$ cat src/rtl/ysyx_24100027_pkg.sv
// ============================================================================
// Module   : ysyx_24100027_pkg
// Purpose  : Shared types and constants for the instruction fetch unit.
// Revision : 1.0  initial release
// ============================================================================
`default_nettype none

package ysyx_24100027_pkg;

    localparam int XLEN = 32;

    localparam logic [XLEN-1:0] RESET_PC_DEFAULT = 32'h8000_0000;
    localparam logic [XLEN-1:0] PC_STEP          = 32'h0000_0004;
    localparam logic [XLEN-1:0] ALIGN_MASK       = 32'hFFFF_FFFC;

    typedef enum logic [1:0] {
        ST_IDLE  = 2'd0,
        ST_FETCH = 2'd1,
        ST_WAIT  = 2'd2,
        ST_HOLD  = 2'd3
    } ifu_state_e;

endpackage

`default_nettype wire

$ cat src/rtl/ysyx_24100027_Reg.sv
// ============================================================================
// Module   : ysyx_24100027_Reg
// Purpose  : Width-parameterised register with enable and sync active-low reset.
// Revision : 1.0  initial release
// ============================================================================
`default_nettype none

module ysyx_24100027_Reg #(
    parameter int               WIDTH     = 32,
    parameter logic [WIDTH-1:0] RESET_VAL = '0
) (
    input  logic             clk,
    input  logic             rst_n,
    input  logic             en,
    input  logic [WIDTH-1:0] d,
    output logic [WIDTH-1:0] q
);

    always_ff @(posedge clk) begin
        if (!rst_n) begin
            q <= RESET_VAL;
        end else if (en) begin
            q <= d;
        end
    end

endmodule

`default_nettype wire

$ cat src/rtl/ysyx_24100027_ifu.sv
// ============================================================================
// Module   : ysyx_24100027_ifu
// Purpose  : Single-outstanding instruction fetch unit with redirect support.
// Revision : 1.0  initial release
// ============================================================================
`default_nettype none

module ysyx_24100027_ifu
    import ysyx_24100027_pkg::*;
#(
    parameter logic [XLEN-1:0] RESET_PC = RESET_PC_DEFAULT
) (
    input  logic            clk,
    input  logic            rst_n,
    output logic            imem_req_valid,
    input  logic            imem_req_ready,
    output logic [XLEN-1:0] imem_addr,
    input  logic            imem_rsp_valid,
    input  logic [XLEN-1:0] imem_rsp_data,
    output logic            inst_valid,
    input  logic            inst_ready,
    output logic [XLEN-1:0] inst,
    output logic [XLEN-1:0] inst_pc,
    input  logic            redirect_valid,
    input  logic [XLEN-1:0] redirect_pc
);

    ifu_state_e      state_q, state_d;
    logic            drop_q, drop_d;
    logic            req_valid_q;
    logic            inst_valid_q;
    logic            pc_en;
    logic            inst_en;
    logic [XLEN-1:0] pc_d;
    logic [XLEN-1:0] pc_q;
    logic [XLEN-1:0] inst_q;
    logic [XLEN-1:0] inst_pc_q;
    logic [XLEN-1:0] redirect_tgt;

    assign redirect_tgt = redirect_pc & ALIGN_MASK;

    always_comb begin
        state_d = state_q;
        drop_d  = drop_q;
        pc_en   = 1'b0;
        pc_d    = pc_q;
        inst_en = 1'b0;
        case (state_q)
            ST_IDLE: state_d = ST_FETCH;
            ST_FETCH: begin
                if (imem_req_ready) begin
                    state_d = ST_WAIT;
                    drop_d  = redirect_valid;
                end
            end
            ST_WAIT: begin
                // A redirect coinciding with the response kills that response too.
                if (imem_rsp_valid) begin
                    drop_d = 1'b0;
                    if (drop_q || redirect_valid) begin
                        state_d = ST_FETCH;
                    end else begin
                        state_d = ST_HOLD;
                        inst_en = 1'b1;
                    end
                end else if (redirect_valid) begin
                    drop_d = 1'b1;
                end
            end
            ST_HOLD: begin
                if (redirect_valid || inst_ready) begin
                    state_d = ST_FETCH;
                    pc_en   = 1'b1;
                    pc_d    = pc_q + PC_STEP;
                end
            end
            default: state_d = ST_IDLE;
        endcase
        if (redirect_valid && (state_q != ST_IDLE)) begin
            pc_en = 1'b1;
            pc_d  = redirect_tgt;
        end
    end

    always_ff @(posedge clk) begin
        if (!rst_n) begin
            state_q      <= ST_IDLE;
            drop_q       <= 1'b0;
            req_valid_q  <= 1'b0;
            inst_valid_q <= 1'b0;
        end else begin
            state_q      <= state_d;
            drop_q       <= drop_d;
            req_valid_q  <= (state_d == ST_FETCH);
            inst_valid_q <= (state_d == ST_HOLD);
        end
    end

    ysyx_24100027_Reg #(
        .WIDTH     (XLEN),
        .RESET_VAL (RESET_PC)
    ) u_pc_reg (
        .clk   (clk),
        .rst_n (rst_n),
        .en    (pc_en),
        .d     (pc_d),
        .q     (pc_q)
    );

    ysyx_24100027_Reg #(
        .WIDTH     (XLEN),
        .RESET_VAL ('0)
    ) u_inst_reg (
        .clk   (clk),
        .rst_n (rst_n),
        .en    (inst_en),
        .d     (imem_rsp_data),
        .q     (inst_q)
    );

    ysyx_24100027_Reg #(
        .WIDTH     (XLEN),
        .RESET_VAL ('0)
    ) u_inst_pc_reg (
        .clk   (clk),
        .rst_n (rst_n),
        .en    (inst_en),
        .d     (pc_q),
        .q     (inst_pc_q)
    );

    assign imem_req_valid = req_valid_q;
    assign imem_addr      = pc_q;
    assign inst_valid     = inst_valid_q;
    assign inst           = inst_q;
    assign inst_pc        = inst_pc_q;

endmodule

`default_nettype wire

$ cat config.mk
export PLATFORM = sky130hd
export DESIGN_NAME = ysyx_24100027_ifu
export DESIGN_NICKNAME = d
export VERILOG_FILES = /design/src/rtl/ysyx_24100027_pkg.sv /design/src/rtl/ysyx_24100027_Reg.sv /design/src/rtl/ysyx_24100027_ifu.sv
export SDC_FILE = /design/constraint.sdc
export NUM_CORES = 1
export LEC_CHECK = 0
export ABC_AREA = 1
export CAP_MARGIN = 40
export CORE_UTILIZATION = 45
export CTS_CLUSTER_SIZE = 24
export DETAILED_ROUTE_END_ITERATION = 12
export PLACE_DENSITY_LB_ADDON = 0.08
export SLEW_MARGIN = 20
export SYNTH_ARGS = -nofsm -noshare
export SYNTH_HDL_FRONTEND = slang
export SYNTH_SLANG_ARGS = --single-unit
$ cat constraint.sdc
create_clock -name clk -period 4 [get_ports clk]
set_input_delay 0.6 -clock clk [delete_from_list [all_inputs] [get_ports clk]]
set_output_delay 0.6 -clock clk [all_outputs]
set_load 0.005 [all_outputs]
Yosys cells after proc, flatten, opt, wreduce, memory -nomap -nowiden:

Cells that the tools add are included.

* output and inout port bits: 98
* logic and storage cells: 43
* input port bits: 70
* flip-flop bits (word level): 101

* $add $sub $neg: 1
* muxes and demuxes: 18
* reductions and logical operators: 10
* equal/unequal tests: 7

Operators by type and width (count)
* $mux 32: 3
* $add 32x3->32 const B: 1
* $mux 1: 9
* $mux 2: 4
* $pmux 2 s4: 1
* $reduce_bool 2->1: 4
* $eq 2x2->1 const B: 3
* $reduce_and 3->1: 2
* $eq 2x1->1 const B: 2
* $ne 3x3->1 const B: 1
* $logic_not 2->1: 1
* $logic_or 1x1->1: 2
* $ne 2x2->1 const B: 1
* $pmux 1 s2: 1
* $logic_and 1x1->1: 1

Longest topological paths before layout:

* depth in word-level cells: 5
* mapped depth: 10
* mapped depth without buffers: 10

Cells and area by module:

A second synthesis with hierarchy kept.

* cell total of the unflattened synthesis: 910
* area total of the unflattened synthesis: 5496.5 µm²

By module, submodules not included
* ysyx_24100027_Reg (u_inst_pc_reg ...): area an instance 1335.0 µm², cells an instance 202, instances 2, seq. area each 640.6 µm²
* ysyx_24100027_ifu: area an instance 1493.9 µm², cells an instance 305, instances 1, seq. area each 100.1 µm²
* ysyx_24100027_Reg (u_pc_reg): area an instance 1332.5 µm², cells an instance 201, instances 1, seq. area each 640.6 µm²

Least setup slack after synthesis:

Ideal clock, no wire load.

* path type: in2reg
* start: in inst_ready
* end: reg u_pc_reg.q[20]
* path buffers: 2
* setup slack: 2.440 ns
* setup time: 0.116 ns
* data arrival time: 1.444 ns
* required time: 3.884 ns
* stages on the path: 7
* cells stage by stage: or2_1 > nand2_2 > nand2_4 > buf_6 > buf_4 > a21oi_1 > nor2_1

* word-level cells in the longest chain between the ends: 5
* elaborated cells between the ends (all ways): 6
* those cells by class: 3 x mux; 3 x reduce/logical

RTL lines
* start, declared: RTL line ysyx_24100027_ifu.sv:21 `input logic inst_ready,`
* $logic_or 1x1->1 (*): RTL line ysyx_24100027_ifu.sv:71 `if (redirect_valid || inst_ready) begin`
* $mux 1: RTL line ysyx_24100027_ifu.sv:71
* $mux 1: RTL line ysyx_24100027_ifu.sv:48 `case (state_q)`
* $mux 1: RTL line ysyx_24100027_ifu.sv:79 `if (redirect_valid && (state_q != ST_IDLE)) begin`
* $reduce_and 3->1 (no line) (*)
* end signal, assigned: RTL line ysyx_24100027_Reg.sv:21 `q <= RESET_VAL;`
* end signal, assigned: RTL line ysyx_24100027_Reg.sv:23 `q <= d;`
* end, declared: RTL line ysyx_24100027_Reg.sv:16 `output logic [WIDTH-1:0] q`

Mark *: on every way between the ends. The rest lies on a longest branch, timed or not.
A chain may end at the register's enable or synchronous reset.

Final worst setup path:

* start: in redirect_valid
* end: reg u_pc_reg.q[19]

* word-level cells in the longest chain between the ends: 5
* elaborated cells between the ends (all ways): 9
* those cells by class: 4 x mux; 5 x reduce/logical

RTL lines
* start, declared: RTL line ysyx_24100027_ifu.sv:24 `input logic redirect_valid,`
* $logic_or 1x1->1: RTL line ysyx_24100027_ifu.sv:71
* $mux 1: RTL line ysyx_24100027_ifu.sv:71
* $mux 1: RTL line ysyx_24100027_ifu.sv:48
* $mux 1: RTL line ysyx_24100027_ifu.sv:79
* $reduce_and 3->1 (no line)

Parallel ways exist; a longest one is shown, timed or not.

==> results by stage <==
Logic synthesis:
- Summed over its instances, the top area cell type makes up 41.75% of the synthesized netlist area.
- The count of warnings emitted by yosys is 0.
- Each instance of the synthesized netlist takes up on average 6.789 um^2.
- Ranked by total cell area, the synthesized netlist is headed by sky130_fd_sc_hd__dfxtp_1 42%, sky130_fd_sc_hd__nand2_1 12%, sky130_fd_sc_hd__nor2_1 10%.
- The prevailing post-synth register cell is sky130_fd_sc_hd__dfxtp_1.
- Counting distinct cell types in the post-synthesis netlist gives 37.
- The flip-flop and latch count after synthesis is 97.
- After technology mapping, the gate count stands at 685.
- Counting flops with an async set or reset pin after synthesis yields a share of 0%.
- The biggest area consumer among synthesized cells is sky130_fd_sc_hd__dfxtp_1.
- The number of enable flip-flop cells after synthesis is 0.
- The cell area after technology mapping is 0.004651 mm^2.
- The sequential fraction of the synthesis area is 41.75%.

Drt:
- In the final routed layout, each cell accounts on average for 14.47 um.
- After detailed routing, the number of vias per cell comes to 5.052.
- The remaining antenna violation count is 0.
- The pre-antenna-repair detailed-routing pass consisted of 5 iterations.
- For this block, the initial DRC count from the detailed router was 281.
- The number of vias after detailed routing is 4865.
- The final layout contains routed wiring with a total length of 13.94 mm.
- The post-route DRC violation count is 0.

Timing:
- Across all hold checks on the routed design, the worst slack comes to 0.5105 ns.
- Between clock sinks in the finished design, the worst skew comes to 0.007397 ns.
- In the final timing run, aggregate negative setup slack is 0 ns.
- The slew of the pin with the lowest slew margin is 0.7550 ns.
- The max-slew violation count is 0.
- The total setup violations reported at the end of the flow is 0.
- The final critical path takes up 53.51% of the cycle.
- The post-layout minimum cycle time is 2.140 ns.
- The hold violation total from the final report came to 0.
- Setup repair after global routing left no endpoint under its margin.
- The worst-case headroom to the max-slew limit is 49.67%.
- For this run, the top clock speed supported by timing is 467.2 MHz.

Clock network:
- The maximum buffer depth of the clock tree is 2.
- The clock drives 97 sinks.
- Clock latency on the worst-skew pair, taken at its later pin, is 0.37 ns.
- The number of levels in the clock H-tree is 3.
- The number of clock buffers added by TritonCTS is 9.
- In this run, post-CTS repair resized a total of 0 instances.
- The total setup buffers inserted after CTS is 0.
- Clock-pin slew was measured on the worst setup and hold paths at 0.10 ns.
- The TritonCTS clock tree is done.
- Buffers inserted to repair hold after CTS numbered 0.
- The buffer cell driving the clock tree root is sky130_fd_sc_hd__clkbuf_8.

Global routing:
- The via count of the first global-routing pass is 4478.
- Entering global routing, the biggest net connects 87 pins.
- The first global-routing pass estimated 22.44 mm of wire.
- For this run the aggregate overflow at the end of global routing stands at 0.
- The number of antenna violations at the first check in global routing is 0.
- The total routing usage reported by global routing is 25.90%.

Pwr:
- Per report_power, the clock group accounts for 33.6% of the total.
- The internal portion of total power is 1.443 mW.
- Registers are responsible for 52.0% of the overall power.
- The power density over the cells is 309.8 mW/mm^2.
- Summed over all nets, the switching power comes to 0.5402 mW.
- The power share of the combinational group is 14.4%.
- The maximum vdd drop is 0.1788 mV.
- The switching part of the total is 27.24%.
- The reported leakage power is 2.464 nW.

Finish:
- The share of post-route cells with drive strength above 1 is 4.940%.
- The repair_antennas step left the layout with diodes totalling 0.
- The relative area change from synthesis to final layout is 37.66%.
- In the final layout, flip-flops and latches occupy 0.001942 mm^2.
- For this run, the post-layout net count is 896.
- Summing all multi-input logic gate instances after layout gives 0.002255 mm^2.
- Counting the fill cells in the layout gives 907.

Job:
- The tool flagged a number of max-cap violations equal to 0.

Floorplanning:
- The die area is 0.01075 mm^2.
- The placeable core area is 0.009910 mm^2.
- The die extent in x is 103.7 um.
- During I/O placement, the number of pins put on the boundary was 168.
- Measured along the y axis, the die boundary spans 103.7 um.
- The number of cell rows is 36.
- The effective utilization at floorplan is 46.93%.

Placed design:
- The count of buffers from port buffering is 161.
- Detailed placement ended at an HPWL of 10.03 mm.
- At the end of routability-driven placement, the weighted congestion stood at 0.9078.

Worst setup path:
- The launching point of the worst reg2reg path is u_pc_reg.q[3]$_SDFFE_PN0P_.
- The element type at the critical path end is a register.
- The cell occurring most often along the worst timing path is sky130_fd_sc_hd__nand2_1.
- For this design, the slowest cell found on the critical path is sky130_fd_sc_hd__clkdlybuf4s50_1.
- The launch point of the critical path is redirect_valid.
- The arrival time at the worst endpoint is 2.43 ns.
- Traced cell by cell, the critical path runs through clkdlybuf4s50_1, o21ai_4, buf_4, nand3_1, nor3_2, nand2_1, nand2_1, nand2_1, a21oi_1.
- Of all nets on the critical path, the largest fanout is 48.
- The required arrival time at the worst endpoint is 4.29 ns.
- The critical path is of the input pin to register type.
- The number of buffers and inverters on the critical path is 2.
- The longest individual stage delay on the worst path is 0.53 ns.
- The gate family responsible for the most delay along the worst path is buffers and inverters.
- The startpoint type of the worst setup path is an input pin.

Worst hold path:
- The worst min-delay path category is register to register.
- The worst hold path begins at u_inst_reg.q[28]$_SDFFE_PN0P_.

Outcome:
- The run finished with clean final reports.
## cells in the final DEF, fill, tap and decap left out, types with 3 or more instances in the layout
master and count:
sky130_fd_sc_hd__clkdlybuf4s50_1 160, sky130_fd_sc_hd__nand2_1 150, sky130_fd_sc_hd__nor2_1 125, sky130_fd_sc_hd__dfxtp_1 97, sky130_fd_sc_hd__o21ai_0 80, sky130_fd_sc_hd__a21oi_1 51
sky130_fd_sc_hd__inv_1 48, sky130_fd_sc_hd__nand3_1 32, sky130_fd_sc_hd__o21ai_1 16, sky130_fd_sc_hd__clkbuf_8 9, sky130_fd_sc_hd__or2_2 5, sky130_fd_sc_hd__o21bai_1 5
sky130_fd_sc_hd__nor2_2 4, sky130_fd_sc_hd__nand4_1 4, sky130_fd_sc_hd__o211ai_1 4, sky130_fd_sc_hd__conb_1 4, sky130_fd_sc_hd__inv_2 3, sky130_fd_sc_hd__nand2_2 3
sky130_fd_sc_hd__buf_4 3
## logic make-up after synthesis
logic type | after synthesis | share of synthesized area, %
AOI/OAI and AO/OA | 164 | 18.70
xor gates and xnor gates | 1 | 0.1884
adders and majority gates | 1 | 0.2690
buffers and inverters | 91 | 10.03
DFF | 97 | 41.75
other | 1 | 0.08063
and+or+nand+nor | 330 | 28.97
## power by group through the flow
stage	combinational [mW]	sequential (mW)	clock (mW)
CTS	0.286	1.03	0.679
floorplan	0.140	1.05	0
finish	0.285	1.03	0.667
global placement	0.278	1.05	0
detailed placement	0.284	1.05	0
global route	0.315	1.04	0.715
## cells in the mapped netlist (4+ instances only)
| cell type | number |
|---|---|
| sky130_fd_sc_hd__dfxtp_1 | 97 |
| sky130_fd_sc_hd__o211ai_1 | 4 |
| sky130_fd_sc_hd__clkbuf_1 | 11 |
| sky130_fd_sc_hd__o21ai_1 | 16 |
| sky130_fd_sc_hd__o21bai_1 | 5 |
| sky130_fd_sc_hd__nor2_1 | 125 |
| sky130_fd_sc_hd__a21oi_1 | 51 |
| sky130_fd_sc_hd__buf_2 | 10 |
| sky130_fd_sc_hd__buf_6 | 6 |
| sky130_fd_sc_hd__inv_1 | 48 |
| sky130_fd_sc_hd__o21ai_0 | 80 |
| sky130_fd_sc_hd__nor2_2 | 4 |
| sky130_fd_sc_hd__nand4_1 | 4 |
| sky130_fd_sc_hd__or2_2 | 5 |
| sky130_fd_sc_hd__nand2_1 | 150 |
| sky130_fd_sc_hd__buf_4 | 9 |
| sky130_fd_sc_hd__nand3_1 | 32 |
## routing by layer
metal	part of all wire [%]	track usage, %
met5	0	0
met4	0.96	7.449
met3	5.7	3.965
met2	46	41.37
met1	47	36.15
## flip-flops by register name (all words and copies together) (netlist names)
signal / count
imem_req_valid: 1
drop_q: 1
u_pc_reg.q: 30
u_inst_pc_reg.q: 30
inst_valid: 1
u_inst_reg.q: 32
state_q: 2
## final timing paths
check | end | slack [ns] | depth (start not counted)
max | u_pc_reg.q[19]$_SDFFE_PN0P_ | 1.86 | 9
min | u_inst_reg.q[28]$_SDFFE_PN0P_ | 0.51 | 2
max reg2reg | u_pc_reg.q[20]$_SDFFE_PN0P_ | 2.13 | 10
min reg2reg | u_inst_reg.q[28]$_SDFFE_PN0P_ | 0.51 | 2
## layout make-up
type,count,area share [%]
Clock buffer,9,1.935
Clock inverter,7,1.192
Multi-Input combinational cell,500,35.22
Timing Repair Buffer,165,25.68
Tap cell,133,2.599
Inverter,52,3.049
Sequential cell,97,30.33
## worst register-to-register path: stages (launching register included)
cell                      delay, ns
sky130_fd_sc_hd__dfxtp_1       0.40
sky130_fd_sc_hd__ha_1          0.28
sky130_fd_sc_hd__nand2_1       0.11
sky130_fd_sc_hd__nor2_2        0.23
sky130_fd_sc_hd__nand2_1       0.17
sky130_fd_sc_hd__nor2_1        0.13
sky130_fd_sc_hd__nand3_1       0.10
sky130_fd_sc_hd__nand2_1       0.09
sky130_fd_sc_hd__nand2_1       0.05
sky130_fd_sc_hd__o21ai_0       0.16
sky130_fd_sc_hd__nor2_1        0.05
## through the flow
step	utilization [%]	instances	setup slack [ns]	total power [mW]	instance area, um^2
2_1_floorplan	-	688	2.440	1.188	4662
3_3_place_gp	62.44	946	1.502	1.330	6187
3_5_place_dp	62.59	947	1.471	1.337	6202
4_1_cts	64.61	963	1.857	1.997	6402
5_1_grt	64.61	963	1.672	2.067	6402
6_report	64.61	963	1.860	1.983	6402
Power figures use the tool's default switching activity.
